<file path="src/rtl/skid_buffer_if.sv">
// One valid/ready stream channel. The buffer takes the upstream channel as
// slave and drives the downstream channel as master.
interface skid_buffer_if #(
    parameter int DW = 24
);
    logic          valid;
    logic          ready;
    logic [DW-1:0] data;

    modport master (output valid, output data, input ready);
    modport slave  (input valid, input data, output ready);
endinterface

</file>
<file path="src/rtl/skid_buffer.sv">
// Two-entry valid/ready register slice. m_valid, m_data and s_ready all come
// straight from flops, so no input reaches an output combinationally.
//
// state | meaning
// EMPTY | no beat held; m_valid=0, s_ready=1 once out of reset
// BUSY  | main register holds a beat; m_valid=1, s_ready=1
// FULL  | main and skid registers both hold beats; m_valid=1, s_ready=0
module skid_buffer #(
    parameter int            DW      = 24,
    parameter logic [DW-1:0] RST_VAL = '0
) (
    input  logic          clk,
    input  logic          rst_n,
    input  logic          clr,
    skid_buffer_if.slave  s,
    skid_buffer_if.master m
);

    typedef enum logic [1:0] {
        EMPTY = 2'd0,
        BUSY  = 2'd1,
        FULL  = 2'd2
    } state_t;

    state_t        state_q;
    state_t        state_d;
    logic          rdy_en_q;
    logic [DW-1:0] main_q;
    logic [DW-1:0] skid_q;

    logic up_xfer;
    logic main_ld;
    logic main_from_skid;
    logic skid_ld;
    logic s_ready_o;
    logic m_valid_o;

    // rdy_en_q keeps s_ready low until the first edge after reset release
    always_ff @(posedge clk or negedge rst_n) begin
        if (!rst_n) begin
            state_q  <= EMPTY;
            rdy_en_q <= 1'b0;
        end else begin
            state_q  <= state_d;
            rdy_en_q <= 1'b1;
        end
    end

    always_ff @(posedge clk or negedge rst_n) begin
        if (!rst_n) begin
            main_q <= RST_VAL;
            skid_q <= RST_VAL;
        end else if (clr) begin
            main_q <= RST_VAL;
            skid_q <= RST_VAL;
        end else begin
            if (main_ld) main_q <= main_from_skid ? skid_q : s.data;
            if (skid_ld) skid_q <= s.data;
        end
    end

    assign up_xfer = s.valid & s_ready_o;

    always_comb begin
        state_d        = state_q;
        main_ld        = 1'b0;
        main_from_skid = 1'b0;
        skid_ld        = 1'b0;
        case (state_q)
            EMPTY: begin
                if (up_xfer) begin
                    main_ld = 1'b1;
                    state_d = BUSY;
                end
            end
            BUSY: begin
                if (up_xfer && m.ready) begin
                    main_ld = 1'b1;
                end else if (up_xfer) begin
                    skid_ld = 1'b1;
                    state_d = FULL;
                end else if (m.ready) begin
                    state_d = EMPTY;
                end
            end
            FULL: begin
                if (m.ready) begin
                    main_ld        = 1'b1;
                    main_from_skid = 1'b1;
                    state_d        = BUSY;
                end
            end
            default: state_d = EMPTY;
        endcase
        // flush wins over any transfer; an upstream beat in this cycle is lost
        if (clr) begin
            state_d        = EMPTY;
            main_ld        = 1'b0;
            main_from_skid = 1'b0;
            skid_ld        = 1'b0;
        end
    end

    always_comb begin
        m_valid_o = (state_q == BUSY) || (state_q == FULL);
        s_ready_o = rdy_en_q && (state_q != FULL);
    end

    assign s.ready = s_ready_o;
    assign m.valid = m_valid_o;
    assign m.data  = main_q;

endmodule

</file>
<file path="src/flat_wrapper.sv">
// flat-port wrapper written by rule: the top's interface ports become plain ports
module skid_buffer_flat 
#(
    parameter int            DW      = 24,
    parameter logic [DW-1:0] RST_VAL = '0
)
  (clk, rst_n, clr, s_valid, s_data, s_ready, m_valid, m_data, m_ready);
  skid_buffer_if #(.DW(DW)) s_i ();
  skid_buffer_if #(.DW(DW)) m_i ();
  input  logic clk;
  input  logic rst_n;
  input  logic clr;
  input wire logic [$bits(s_i.valid)-1:0] s_valid;
  input wire logic [$bits(s_i.data)-1:0] s_data;
  output wire logic [$bits(s_i.ready)-1:0] s_ready;
  output wire logic [$bits(m_i.valid)-1:0] m_valid;
  output wire logic [$bits(m_i.data)-1:0] m_data;
  input wire logic [$bits(m_i.ready)-1:0] m_ready;
  assign s_i.valid = s_valid;
  assign s_i.data = s_data;
  assign s_ready = s_i.ready;
  assign m_valid = m_i.valid;
  assign m_data = m_i.data;
  assign m_i.ready = m_ready;
  skid_buffer #(.DW(DW), .RST_VAL(RST_VAL)) u_core (.clk(clk), .rst_n(rst_n), .clr(clr), .s(s_i), .m(m_i));
endmodule
</file>
<file path="config.mk">
export PLATFORM = sky130hd
export DESIGN_NAME = skid_buffer_flat
export DESIGN_NICKNAME = d
export VERILOG_FILES = /design/src/rtl/skid_buffer_if.sv /design/src/rtl/skid_buffer.sv /design/src/flat_wrapper.sv
export SDC_FILE = /design/constraint.sdc
export NUM_CORES = 1
export LEC_CHECK = 0
export ABC_AREA = 1
export CAP_MARGIN = 20
export CORE_MARGIN = 2
export CORE_UTILIZATION = 45
export DETAILED_ROUTE_END_ITERATION = 10
export GPL_TIMING_DRIVEN = 1
export PLACE_DENSITY = 0.76
export SYNTH_ARGS = -nofsm -noshare
export SYNTH_HDL_FRONTEND = slang
export SYNTH_SLANG_ARGS = --single-unit
</file>
<file path="constraint.sdc">
create_clock -name clk -period 1.5 [get_ports clk]
set_input_delay 0.3 -clock clk [delete_from_list [all_inputs] [get_ports clk]]
set_output_delay 0.3 -clock clk [all_outputs]
set_load 0.01 [all_outputs]
</file>
==> metrics.txt <==
# TYPE chip_impl_metric gauge
chip_impl_metric{name="dp_slack",unit="ps"} -205
chip_impl_metric{name="synthToLayoutAreaGrowth",unit="%"} 56.0
chip_impl_metric{name="power_leakage",unit="uW"} 0.00201
chip_impl_metric{name="detail_route.drc_violations",unit=""} 0
chip_impl_metric{name="postSynthNetCount",unit=""} 329
chip_impl_metric{name="switchingPower",unit="uW"} 1060
chip_impl_metric{name="post-route-period-util",unit=""} 1.12
chip_impl_metric{name="ys.warnings.count",unit=""} 0
chip_impl_metric{name="antenna_cells",unit=""} 0
chip_impl_metric{name="post_synth_inst_count",unit=""} 296
chip_impl_metric{name="mappedNetlistArea",unit="um2"} 2480
chip_impl_metric{name="synth_edf_count",unit=""} 0
chip_impl_metric{name="async_flop_share",unit=""} 1.00
chip_impl_metric{name="final_layout_size_suffix_gt1_frac",unit=""} 0.272
chip_impl_metric{name="worst-endpoint-required",unit="ps"} 1700
chip_impl_metric{name="floorplan.die.height",unit="um"} 78.3
chip_impl_info{name="tightest_hold_check_type",value="in2async"} 1
chip_impl_metric{name="cts_sinks",unit=""} 51
chip_impl_info{name="clock-root-buffer",value="sky130_fd_sc_hd__clkbuf_8"} 1
chip_impl_metric{name="detailedRoute.firstIterationViolations",unit=""} 233
chip_impl_metric{name="timing.final.hold_violations",unit=""} 0
chip_impl_metric{name="post-dp-hpwl",unit="um"} 4070
chip_impl_metric{name="critical_path.max_fanout",unit=""} 6
chip_impl_info{name="timing.critical_path.from_type",value="flip-flop"} 1
chip_impl_metric{name="numPlacedInstances",unit=""} 423
chip_impl_info{name="dominantRegCellSynth",value="sky130_fd_sc_hd__dfrtp_1"} 1
chip_impl_metric{name="synth_area_per_cell",unit="um2"} 8.39
chip_impl_info{name="violations",value="negative setup slack"} 1
chip_impl_metric{name="ctsHtreeMaxLevel",unit=""} 2
chip_impl_metric{name="power.share.switching",unit=""} 0.318
chip_impl_metric{name="final_core_utilization",unit=""} 0.716
chip_impl_metric{name="placement.io_buffers",unit=""} 54
chip_impl_metric{name="tritoncts.num_buffers",unit=""} 5
chip_impl_metric{name="cts.reportedPaths.clkPinSlew",unit="ps"} 90
chip_impl_metric{name="grt_use_total",unit=""} 0.230
chip_impl_metric{name="net_count_final",unit=""} 411
chip_impl_metric{name="fp-row-count",unit=""} 27
chip_impl_metric{name="max_freq",unit="GHz"} 0.594
chip_impl_metric{name="post_synth_num_cell_types",unit=""} 23
chip_impl_info{name="rsz_0062_raised_after_global_routing",value="true"} 1
chip_impl_metric{name="p_clk_frac",unit=""} 0.240
chip_impl_metric{name="slew-limit-headroom",unit=""} 0.636
chip_impl_metric{name="coreArea",unit="um2"} 5410
chip_impl_metric{name="drv_cap",unit=""} 0
chip_impl_metric{name="routabilityCongestion",unit=""} 0.883
chip_impl_metric{name="final_report_setup_violation_count",unit=""} 52
chip_impl_metric{name="grt_start_max_net_pins",unit=""} 52
chip_impl_metric{name="period_minus_slack",unit="ps"} 1680
chip_impl_metric{name="postRouteWirelength",unit="um"} 7320
chip_impl_metric{name="num_vias",unit=""} 2500
chip_impl_metric{name="die_outline_width",unit="um"} 78.3
chip_impl_metric{name="ctsLongestPathBuffers",unit=""} 2
chip_impl_metric{name="synth_seq_cells",unit=""} 51
chip_impl_metric{name="dieArea",unit="um2"} 6130
chip_impl_info{name="critical_setup_path_kind",value="reg2reg"} 1
chip_impl_metric{name="routed_via_density",unit=""} 5.54
chip_impl_metric{name="drt-wirelength-per-cell",unit="um"} 16.2
chip_impl_metric{name="seq_power_share",unit=""} 0.465
chip_impl_metric{name="first_pass_iters",unit=""} 7
chip_impl_metric{name="start_util",unit=""} 0.459
chip_impl_metric{name="cell_internal_pwr",unit="uW"} 2270
chip_impl_metric{name="clock_latency",unit="ps"} 310
chip_impl_metric{name="p_per_area",unit="nW/um2"} 859
chip_impl_metric{name="worst_margin_pin_slew",unit="ps"} 546
chip_impl_metric{name="number_of_antenna_violations_at_the_first_check_in_global_routing",unit=""} 0
chip_impl_metric{name="antenna_left",unit=""} 0
chip_impl_metric{name="grt.overflow.total",unit=""} 0
chip_impl_info{name="cts_tree",value="built"} 1
chip_impl_metric{name="ir_drop",unit="mV"} 0.527
chip_impl_metric{name="stdcell_count",unit=""} 451
chip_impl_metric{name="io-pin-count",unit=""} 55
chip_impl_metric{name="worst-endpoint-arrival",unit="ps"} 1880
chip_impl_metric{name="synth_seq_area_share",unit=""} 0.514
chip_impl_metric{name="fin_ws",unit="ps"} -185
chip_impl_metric{name="timing_max_transition_violations_final",unit=""} 0
chip_impl_metric{name="finClkSkew",unit="ps"} 12.8
chip_impl_metric{name="global_route_wire_length_before_repair",unit="um"} 11200
chip_impl_metric{name="grt_pass1_vias",unit=""} 2325
chip_impl_metric{name="comb_power_share",unit=""} 0.295
chip_impl_metric{name="fill_cells",unit=""} 377
chip_impl_info{name="run_status",value="finished, violations left"} 1
chip_impl_info{name="endpoint_kind",value="flip-flop"} 1
[routing by layer]
layer	share of wire	wire length, um	global-route usage	up-vias
li1	-	-	-	1153
met1	0.41	2990	0.297	1220
met2	0.51	3730	0.400	118
met3	0.076	557	0.0448	9
met4	0.0057	42	0.0596	0
met5	0	0	0	-
[cells by family (layout without fill, tap and decap cells)]
group,count (synthesis),after routing,synth area share
buf+inv,56,136,0.0983
fa+ha+maj,4,4,0.0202
simple gates,133,136,0.255
other cells,1,1,0.00151
compound gates,51,51,0.111
flops,51,51,0.514
[state kept, by name, indices dropped and copies added, names as in the netlist]
signal and flops:
u_core.skid_q 24, u_core.state_q 2, u_core.m.data 24, u_core.rdy_en_q 1
[critical path, cell delays in order, from the launching register on]
cell                      delay, ps
sky130_fd_sc_hd__dfrtp_1        410
sky130_fd_sc_hd__buf_6          140
sky130_fd_sc_hd__ha_4           180
sky130_fd_sc_hd__inv_4           60
sky130_fd_sc_hd__nand3_4         70
sky130_fd_sc_hd__nor2_4         140
sky130_fd_sc_hd__buf_6          130
sky130_fd_sc_hd__nand2_8         70
sky130_fd_sc_hd__nand2_8        110
sky130_fd_sc_hd__nand2_4        100
sky130_fd_sc_hd__nand3_1        110
sky130_fd_sc_hd__nand2_1         50
[layout make-up]
type / instances / area, um2 / share of cell area
clock buffers: 6 / 72.6 / 0.0187
flip-flops and latches: 51 / 1280 / 0.330
well taps: 72 / 90.1 / 0.0233
clock inverters: 2 / 12.5 / 0.00323
repair buffers: 90 / 977 / 0.252
multi-input cells: 192 / 1300 / 0.335
inverters: 38 / 148 / 0.0381
[power by group through the flow]
stage                     registers (uW)  clock network, uW  logic (uW)
final                               1550                797         983
after global routing                1560                840        1060
after CTS                           1540                780         885
after floorplan                     1590                  0         353
after global placement              1570                  0         719
after detailed placement            1570                  0         737
[timing repair]
item                                   CTS  global route
resized for setup                       60            46
setup buffers                            9             3
hold buffers                             1             0
endpoints found under the hold margin   25             0
pin swaps                               11            12
gates cloned                             6             2
setup endpoints to repair               59            60
[placed cells by master, fill, tap and decap left out, types with 7 or more instances in the layout]
cell                              netlist  final
sky130_fd_sc_hd__buf_4                  4     18
sky130_fd_sc_hd__buf_6                  2      7
sky130_fd_sc_hd__clkdlybuf4s50_1        0     27
sky130_fd_sc_hd__dfrtp_1               51     51
sky130_fd_sc_hd__dlygate4sd2_1          0     16
sky130_fd_sc_hd__dlymetal6s2s_1         0      8
sky130_fd_sc_hd__inv_1                 34     33
sky130_fd_sc_hd__nand2_1               51     47
sky130_fd_sc_hd__nand3_1               67     36
sky130_fd_sc_hd__nand3_2                1     29
sky130_fd_sc_hd__o21ai_0               20     17
sky130_fd_sc_hd__o21ai_1               20     19
[per-stage QoR]
| step | area, um2 | setup TNS, ps | total power, uW | hold WS [ps] |
|---|---|---|---|---|
| CTS | 3610 | -4830 | 3210 | 516 |
| global placement | 3200 | -6440 | 2290 | 306 |
| finish | 3870 | -7130 | 3330 | 500 |
| floorplan | 2480 | 0 | 1940 | 4.41 |
| detailed placement | 3200 | -8540 | 2300 | 323 |
| global route | 3870 | -9880 | 3460 | 540 |
[cells in the mapped netlist (2+ instances only)]
cell                       count  area (um2)
sky130_fd_sc_hd__a22oi_1       5        37.5
sky130_fd_sc_hd__buf_1         4        15.0
sky130_fd_sc_hd__buf_2         3        15.0
sky130_fd_sc_hd__buf_4         4        30.0
sky130_fd_sc_hd__buf_6         2        22.5
sky130_fd_sc_hd__clkbuf_1      5        18.8
sky130_fd_sc_hd__dfrtp_1      51        1280
sky130_fd_sc_hd__ha_1          4        50.1
sky130_fd_sc_hd__inv_1        34         128
sky130_fd_sc_hd__inv_2         4        15.0
sky130_fd_sc_hd__nand2_1      51         191
sky130_fd_sc_hd__nand2_2       3        18.8
sky130_fd_sc_hd__nand2_4       2        22.5
sky130_fd_sc_hd__nand3_1      67         335
sky130_fd_sc_hd__nand4_1       5        31.3
sky130_fd_sc_hd__nor2_1        3        11.3
sky130_fd_sc_hd__o21ai_0      20         100
sky130_fd_sc_hd__o21ai_1      20         100
sky130_fd_sc_hd__o22ai_1       5        31.3
[final timing paths]
path,start,to,slack (ps),depth (start not counted)
min in group clk,u_core.m.data[15],u_core.m.data[15],510,2
max reg2reg,u_core.state_q[1],u_core.m.data[19],-180,11
min reg2reg,u_core.m.data[15],u_core.m.data[15],510,2
min,rst_n,u_core.state_q[1],500,3
max,u_core.state_q[1],u_core.m.data[19],-180,11
max in group asynchronous,rst_n,u_core.m.data[15],740,3
Power figures use the tool's default switching activity.
